==> src/rtl/rr_mux.sv <==
// rr_mux: N-to-1 round-robin arbitrated multiplexer with a registered output.
// Each cycle, the next valid channel at or after the round-robin pointer is
// granted. Its element is loaded into the output register and tagged with its
// source index.
//
// Handshake: a transfer happens on a channel at a rising edge when its
// valid and ready are both high. Valid never waits on ready. Ready may
// depend combinationally on valid. Data is sampled only at a transfer edge.
module rr_mux #(
    parameter int NUM_ELEM   = 6,
    parameter int ELEM_WIDTH = 8
) (
    input  logic                                clk_i,
    input  logic                                rst_i,
    input  logic [NUM_ELEM-1:0][ELEM_WIDTH-1:0] i_i,
    input  logic [NUM_ELEM-1:0]                 i_valid_i,
    output logic [NUM_ELEM-1:0]                 i_ready_o,
    output logic [ELEM_WIDTH-1:0]               o_o,
    output logic [$clog2(NUM_ELEM)-1:0]         o_s_o,
    output logic                                o_valid_o,
    input  logic                                o_ready_i
);

    localparam int SW = $clog2(NUM_ELEM);

    logic [SW-1:0] ptr;
    logic [SW-1:0] gnt;
    logic          found;
    logic          load;

    // The output register may take a new element when empty or being drained.
    assign load = !o_valid_o || o_ready_i;

    // Round-robin search starting at ptr, wrapping modulo NUM_ELEM.
    always_comb begin
        logic [SW:0]   sum;
        logic [SW-1:0] idx;
        found = 1'b0;
        gnt   = '0;
        sum   = '0;
        idx   = '0;
        for (int off = 0; off < NUM_ELEM; off++) begin
            sum = {1'b0, ptr} + (SW+1)'(off);
            if (sum >= (SW+1)'(NUM_ELEM)) begin
                sum = sum - (SW+1)'(NUM_ELEM);
            end
            idx = sum[SW-1:0];
            if (!found && i_valid_i[idx]) begin
                found = 1'b1;
                gnt   = idx;
            end
        end
    end

    // One-hot ready toward the granted channel, suppressed during reset.
    always_comb begin
        i_ready_o = '0;
        if (found && load && !rst_i) begin
            i_ready_o[gnt] = 1'b1;
        end
    end

    // Output register and pointer. The pointer advances only on a grant.
    always_ff @(posedge clk_i) begin
        if (rst_i) begin
            o_valid_o <= 1'b0;
            o_o       <= '0;
            o_s_o     <= '0;
            ptr       <= '0;
        end else if (load) begin
            if (found) begin
                o_valid_o <= 1'b1;
                o_o       <= i_i[gnt];
                o_s_o     <= gnt;
                ptr       <= (gnt == SW'(NUM_ELEM - 1)) ? '0 : gnt + 1'b1;
            end else begin
                o_valid_o <= 1'b0;
            end
        end
    end

endmodule

==> config.mk <==
export PLATFORM = sky130hd
export DESIGN_NAME = rr_mux
export DESIGN_NICKNAME = d
export VERILOG_FILES = /design/src/rtl/rr_mux.sv
export SDC_FILE = /design/constraint.sdc
export NUM_CORES = 1
export LEC_CHECK = 0
export CAP_MARGIN = 10
export CORE_UTILIZATION = 40
export CTS_BUF_LIST = sky130_fd_sc_hd__clkbuf_4 sky130_fd_sc_hd__clkbuf_8
export DETAILED_ROUTE_END_ITERATION = 7
export PLACE_DENSITY = 0.87
export SETUP_SLACK_MARGIN = 0.15
export SLEW_MARGIN = 20
export SYNTH_ARGS = -nofsm -noshare
export SYNTH_HDL_FRONTEND = slang
export SYNTH_SLANG_ARGS = --single-unit
export TNS_END_PERCENT = 100
==> constraint.sdc <==
create_clock -name clk_i -period 3.72 [get_ports clk_i]
set_input_delay 0.558 -clock clk_i [delete_from_list [all_inputs] [get_ports clk_i]]
set_output_delay 0.558 -clock clk_i [all_outputs]
set_load 0.05 [all_outputs]
==> summary.txt, run 1 <==
Power
  – Sw frac: 0.469
  – Lkg Pwr: 1.41 nW
  – VDD IR max: approximately 0.64 mV
  – Combinational group share of total power: 0.898
  – Cell-internal power: roughly 2.3 mW
  – Sw Pwr: 2.00 mW
  – Power per Cell Area: about 1200 nW/um^2
  – Clock power share: 0.035
  – Seq pwr share: 0.067

Die
  – Die ar.: between 5000 and 6000 sq um
  – Die Span X: about 70 um
  – Std-Cell Rows: 24
  – Initial core utilization: 0.430
  – Die height: between 70 and 80 um
  – Placeable Area: about 4500 sq um
  – IO Pins: between 70 and 80

Run
  – Max_cap viols: 0

Clock tree
  – Post-CTS Hold Buffers: 0
  – Root buffer cell: clkbuf_8
  – Clock sink count: 15
  – TritonCTS clock tree: done
  – CTS Buf Count: 3
  – H-tree depth: 1
  – Clock Latency Late Sink: 250 ps
  – Worst-path clk slew: around 70 ps
  – Deepest clock path buffer count: 2

Status
  – Outcome: complete, but fails checks
  – Failing checks: DRC

Logic synthesis
  – Synth Area in Compound Gates: 0.270
  – Post-synthesis cell count: between 200 and 250
  – Synth Area in Adders: 0.0520
  – Synth Cell Area: roughly 1900 sq um
  – Post-synth EDFFs: 0
  – Syn Nets: about 280
  – Seq/Total Area, Yosys: 0.156
  – Syn avg cell area: 8.99 sq um
  – Flops & latches, synth: 15
  – Synth Area in Simple Gates: 0.179
  – Ys async rst share: 0
  – Mux share of post-synthesis cell area: 0.260
  – Synth Flop Type: dfxtp_1
  – Unique masters post-synth: 56
  – Main combinational cell family by area after synthesis: compound AO/OA/AOI/OAI gates
  – Post-synthesis xor/xnor area fraction: 0.0267
  – Syn. warnings: 0

STA
  – Fin crit period: around 3700 ps
  – Slew Limit Fails: 0
  – Setup Viol. Count Final: 0
  – Worst hold slack: between 400 and 500 ps
  – FMAX: ~270 MHz
  – Final hold viol count: 0
  – Part of the cycle the worst path needs: 0.995
  – Slew HR: 0.647
  – Tightest Pin Transition: approximately 530 ps
  – Clk_skew: 2.73 ps
  – RSZ-0062 raised after global routing: true

Final layout
  – Final cell count without fillers: 368
  – P&R area growth vs syn: 78.2%
  – Share of cells above drive strength 1: 0.364
  – Ant diodes: 0
  – Fin area: 3430 sq um
  – Fill cell count: ~260
  – Fin nets: ~380

Route
  – Wire length per cell: around 21 um
  – # DRC: 2
  – Initial DRC Count: around 190
  – Drt via density: between 6 and 7
  – Drt total wl: between 7000 and 8000 um
  – DR pass1 iterations: 6
  – Vias: 2264
  – Number of routed nets with antenna violations: 0

GRT
  – Initial antenna violation count: 0
  – Global-route wire length before repair: 10800 um
  – Global route overflow: 0
  – Total global-route track usage: 0.271
  – Vias in the first global route: ~2200
  – Largest net degree at the start of global routing: 19

Placed design
  – Placed inst area: 2910 sq um
  – Gpl congestion: about 0.90
  – PortBufs: 74
  – Hpwl dp: 4520 um
  – Placed Cells: ~340

Critical path
  – Crit-path max FO: 18
  – Critical Path RT: between 3000 and 4000 ps
  – CP Class: flop to output port
  – CP arrival: between 3000 and 4000 ps
  – Setup crit end kind: output port
  – Crit path launch type: flop

Hold path
  – Hold Crit Class: flop to flop
==> metal layers <==
layer	vias up	share of wire	track usage
met5	-	0	0
met4	0	0.035	0.113
met3	26	0.050	0.0450
met2	105	0.52	0.495
met1	1105	0.40	0.312
li1	1028	-	-
==> path summary, 6_finish.rpt <==
kind	endpoint	startpoint	depth (start not counted)	slack [ps]
max	i_ready_o[0]	ptr[0]$_SDFFE_PP0P_	11	20
min	o_o[0]$_SDFFE_PP0P_	o_o[0]$_SDFFE_PP0P_	2	490
max reg2reg	o_o[3]$_SDFFE_PP0P_	ptr[1]$_SDFFE_PP0P_	14	140
min reg2reg	o_o[0]$_SDFFE_PP0P_	o_o[0]$_SDFFE_PP0P_	2	490
==> cells in the mapped netlist (4+ instances only) <==
library cell  count  area share
a31oi_1           4       0.013
buf_6             4       0.023
nor2b_1           5       0.016
clkbuf_1          5      0.0098
nor3_1            6       0.016
and3_1            5       0.016
mux2_2            5       0.029
mux2i_1          35        0.18
o211a_1           4       0.021
nor2_1           17       0.033
nand2_1           8       0.016
o221ai_2          8       0.062
a21oi_1           8       0.021
o21ai_0           7       0.018
nand2b_1          4       0.013
dfxtp_1          15        0.16
a2bb2oi_1         9       0.041
inv_1             4      0.0078
ha_1              8       0.052
==> metrics by stage <==
step                      setup WS [ps]  utilization  TNS, ps  power, mW
final                              17.3        0.766        0       4.27
after global placement             75.1        0.651        0       2.94
after CTS                           151        0.716        0       3.72
after global routing              -76.7        0.766     -136       4.43
after floorplan                     154            -        0       2.30
after detailed placement           20.6        0.651        0       2.98
==> state kept, by name, summed over array words and instances (netlist names) <==
signal	count
o_valid_o	1
ptr	3
o_o	8
o_s_o	3
==> area by class of cell <==
cell class | instances | area [sq um] | share of cell area
multi-input combinational | 181 | 1810 | 0.527
tap | 52 | 65.1 | 0.0190
timing repair buffer | 112 | 1180 | 0.344
sequential | 15 | 308 | 0.0897
inverter | 4 | 20.0 | 0.00584
clock buffer | 4 | 48.8 | 0.0142
==> repair_timing <==
action | CTS | global route
pin swaps | 5 | 13
endpoints found under the hold margin | 0 | 0
gates resized for setup | 26 | 34
endpoints found under the setup margin | 6 | 11
gates cloned | 2 | 0
buffers inserted | 14 | 6
==> layout by cell type, fill, tap and decap left out, types with 5 or more instances in the layout <==
cell type and n:
dfxtp_1 13, buf_4 30, o221ai_2 8, a2bb2oi_1 5
ha_4 5, nor2_1 14, mux2i_1 31, nor3_1 6
o21ai_0 5, clkdlybuf4s50_1 62, a21oi_1 7, nand2_1 7
buf_12 8
==> cells by family (layout without fill, tap and decap cells) <==
group                      Yosys count  in the layout
adders and majority gates            8              8
xor gates and xnor gates             5              5
muxes                               45             45
AOI/OAI and AO/OA                   60             60
and+or+nand+nor                     63             63
DFF                                 15             15
buffers and inverters               18            120
==> critical path: stages, from the launching register on <==
cell and delay, ps:
dfxtp_4 390, buf_6 210, mux2_2 390, buf_4 160, mux2i_1 240, o21a_1 270, o21ai_0 170, a32oi_4 320
o22ai_4 140, or2_4 300, nor2_4 150, buf_12 150
==> power groups by stage <==
| stage | logic [mW] | clock network [mW] | registers (mW) |
|---|---|---|---|
| after floorplan | 1.89 | 0 | 0.405 |
| after global placement | 2.68 | 0 | 0.264 |
| after detailed placement | 2.72 | 0 | 0.266 |
| after CTS | 3.31 | 0.146 | 0.270 |
| after global routing | 3.98 | 0.157 | 0.291 |
| final | 3.83 | 0.150 | 0.286 |
Power figures use the tool's default switching activity.
==> run 2, diff against run 1 <==
--- a/config.mk
+++ b/config.mk
@@ -9,7 +9,7 @@
 export CORE_UTILIZATION = 40
 export CTS_BUF_LIST = sky130_fd_sc_hd__clkbuf_4 sky130_fd_sc_hd__clkbuf_8
 export DETAILED_ROUTE_END_ITERATION = 7
-export PLACE_DENSITY = 0.87
+export PLACE_DENSITY = 0.84
 export SETUP_SLACK_MARGIN = 0.15
 export SLEW_MARGIN = 20
 export SYNTH_ARGS = -nofsm -noshare
==> constraint.sdc (replaced) <==
create_clock -name clk_i -period 4.1 [get_ports clk_i]
set_input_delay 0.615 -clock clk_i [delete_from_list [all_inputs] [get_ports clk_i]]
set_output_delay 0.615 -clock clk_i [all_outputs]
set_load 0.05 [all_outputs]
==> run 2 against run 1 <==
The flow still finishes with violations (DRC). Wire length shrank 28%. Worst setup slack gained 250 ps. Global-route usage decreased by 5.4 points. Sequential power down 14%. Largest power group unchanged.
==> summary.txt, run 2 (synthesis results as in run 1) <==
Status
  – Outcome: complete, but fails checks (unchanged)
  – Failing checks: DRC (unchanged)

Final layout
  – Most frequent cells in the layout: clkdlybuf4s50_1 (68), mux2i_1 (35), nor2_1 (14) (was clkdlybuf4s50_1 (62), mux2i_1 (31), buf_4 (30))
  – Fin area: 2930 sq um (was 3430 sq um)
  – Most common cell after layout, fill and taps aside: clkdlybuf4s50_1 (unchanged)
  – Share of cells above drive strength 1: 0.234 (was 0.364)
  – P&R area growth vs syn: 52.4% (was 78.2%)
  – Final cell count without fillers: 342 (was 368)
  – Most flop-heavy register: o_o (unchanged)
  – Ant diodes: 0 (unchanged)
  – Top Registers: o_o (8), o_s_o (3), ptr (3) (unchanged)
  – Fin nets: 356 (was 382)
  – Largest register FFs: 8 (unchanged)

Route
  – Initial DRC Count: 198 (was 189)
  – Drt via density: 5.91 (was 6.15)
  – Wire length per cell: 16.4 um (was 21.2 um)
  – # DRC: 1 (was 2)
  – Drt total wl: 5590 um (was 7800 um)
  – DR pass1 iterations: 6 (unchanged)
  – Number of routed nets with antenna violations: 0 (unchanged)
  – Vias: 2022 (was 2264)

Placed design
  – Hpwl dp: 4380 um (was 4520 um)
  – PortBufs: 74 (unchanged)
  – Placed Cells: 336 (was 342)
  – Placed inst area: 2790 sq um (was 2910 sq um)
  – Gpl congestion: 0.922 (was 0.902)

Critical path
  – Critical Path RT: 3480 ps (was 3160 ps)
  – R2r startpoint: ptr[0]$_SDFFE_PP0P_ (was ptr[1]$_SDFFE_PP0P_)
  – R2r endpoint: o_o[4]$_SDFFE_PP0P_ (was o_o[3]$_SDFFE_PP0P_)
  – Reg2reg path depth: 12 (was 14)
  – Crit path launch type: primary input (was flop)
  – Setup crit end kind: output port (unchanged)
  – CP Class: primary input to output port (was flop to output port)
  – Max incr delay on CP: 480 ps (was 390 ps)
  – Reg-to-reg slack, setup: 610 ps (was 140 ps)
  – CP Cell Sequence: clkdlybuf4s50_1 > mux2_2 > and3_1 > mux2i_1 > nand4b_1 > buf_4 > o31a_1 > and2b_2 > and3_2 > buf_12 (was buf_6 > mux2_2 > buf_4 > mux2i_1 > o21a_1 > o21ai_0 > a32oi_4 > o22ai_4 > or2_4 > nor2_4 > buf_12)
  – Critical-path top delay cell: clkdlybuf4s50_1 (was dfxtp_4)
  – CP arrival: 3220 ps (was 3140 ps)
  – Crit-path max FO: 6 (was 18)

GRT
  – Total global-route track usage: 0.217 (was 0.271)
  – Initial antenna violation count: 0 (unchanged)
  – Global route overflow: 0 (unchanged)
  – Largest net degree at the start of global routing: 20 (was 19)
  – Vias in the first global route: 1926 (was 2188)
  – Global-route wire length before repair: 8860 um (was 10800 um)

STA
  – Final hold viol count: 0 (unchanged)
  – Setup tns final: 0 ps (unchanged)
  – Clk_skew: 1.38 ps (was 2.73 ps)
  – FMAX: about 260 MHz
  – Slew HR: 0.588 (was 0.647)
  – RSZ-0062 raised after global routing: false (was true)
  – Setup Viol. Count Final: 0 (unchanged)
  – Part of the cycle the worst path needs: 0.935
  – Slew Limit Fails: 0 (unchanged)
  – Fin crit period: about 3800 ps
  – Tightest Pin Transition: 615 ps (was 528 ps)

Power
  – Overall power: 2.81 mW (was 4.27 mW)
  – VDD IR max: 0.873 mV (was 0.640 mV)
  – Lkg Pwr: 1.19 nW (was 1.41 nW)
  – Power per Cell Area: 957 nW/um^2 (was 1240 nW/um^2)

Clock tree
  – Deepest clock path buffer count: 2 (unchanged)
  – TritonCTS clock tree: done (unchanged)
  – Clock sink count: 15 (unchanged)
  – H-tree depth: 1 (unchanged)
  – Root buffer cell: clkbuf_8 (unchanged)
  – Clock Latency Late Sink: 250 ps (about the same)
  – CTS Buf Count: 3 (unchanged)
  – Worst-path clk slew: 70 ps (about the same)

Hold path
  – WHS Endpoint: o_o[5]$_SDFFE_PP0P_ (was o_o[0]$_SDFFE_PP0P_)
  – Hold Crit Class: flop to flop (unchanged)
  – Worst hold stages: 2 (unchanged)
  – Hold Crit Start: o_o[5]$_SDFFE_PP0P_ (was o_o[0]$_SDFFE_PP0P_)

Run
  – Max_cap viols: 0 (unchanged)

Die
  – Die ar.: 5090 sq um (unchanged)
  – IO Pins: 75 (unchanged)
  – Die Span X: 71.4 um (unchanged)
  – Std-Cell Rows: 24 (unchanged)
  – Placeable Area: 4470 sq um (unchanged)
  – Initial core utilization: 0.430 (unchanged)
  – Die height: 71.4 um (unchanged)
==> run 2: worst max path at each step <==
| stage | cells after the start | startpoint | end | slack, ps |
|---|---|---|---|---|
| floorplan | 12 | ptr[0]$_SDFFE_PP0P_ | i_ready_o[5] | 20 |
| global placement | 10 | i_valid_i[0] | i_ready_o[1] | 270 |
| detailed placement | 10 | i_valid_i[1] | i_ready_o[1] | 180 |
| CTS | 10 | i_valid_i[0] | i_ready_o[1] | 170 |
| global route | 11 | ptr[1]$_SDFFE_PP0P_ | i_ready_o[3] | 140 |
| finish | 10 | i_valid_i[5] | i_ready_o[4] | 270 |
==> run 2: layout make-up <==
type / count / area [sq um]
sequential: 15 / 307
timing repair buffer: 86 / 902
tap: 52 / 65.1
clock buffer: 3 / 41.3
clock inverter: 1 / 5.00
inverter: 4 / 15.0
multi-input combinational: 181 / 1600
fill: 372 / 1540
==> run 2: per-layer routing <==
metal,up-vias,part of all wire,track usage
met1,941,0.39,0.253
met3,12,0.087,0.0619
met2,92,0.50,0.369
met4,0,0.020,0.100
li1,977,-,-
met5,-,0,0
==> run 2: timing repair <==
action                     CTS  global route
resized for setup            5            14
buffers inserted             0             2
setup endpoints to repair    3             6
pin swaps                    0             2
hold buffers                 0             0
==> run 2: per-stage QoR <==
step,setup slack (ps),hold WS [ps],util
floorplan,23.5,528,-
global placement,267,464,0.624
detailed placement,176,464,0.624
CTS,168,490,0.638
global route,140,519,0.655
finish,268,494,0.655
==> run 2: critical path: cells and delay by family <==
family / cells / cell delay, ps
simple gates: 4 / 900
compound gates: 1 / 280
buf+inv: 3 / 830
mux: 2 / 590
==> run 2: report_power, final <==
| part | switching, mW | internal (mW) | total [mW] |
|---|---|---|---|
| Sequential | 0.0390 | 0.207 | 0.246 |
| Combinational | 1.32 | 1.12 | 2.44 |
| Clock | 0.0552 | 0.0673 | 0.123 |
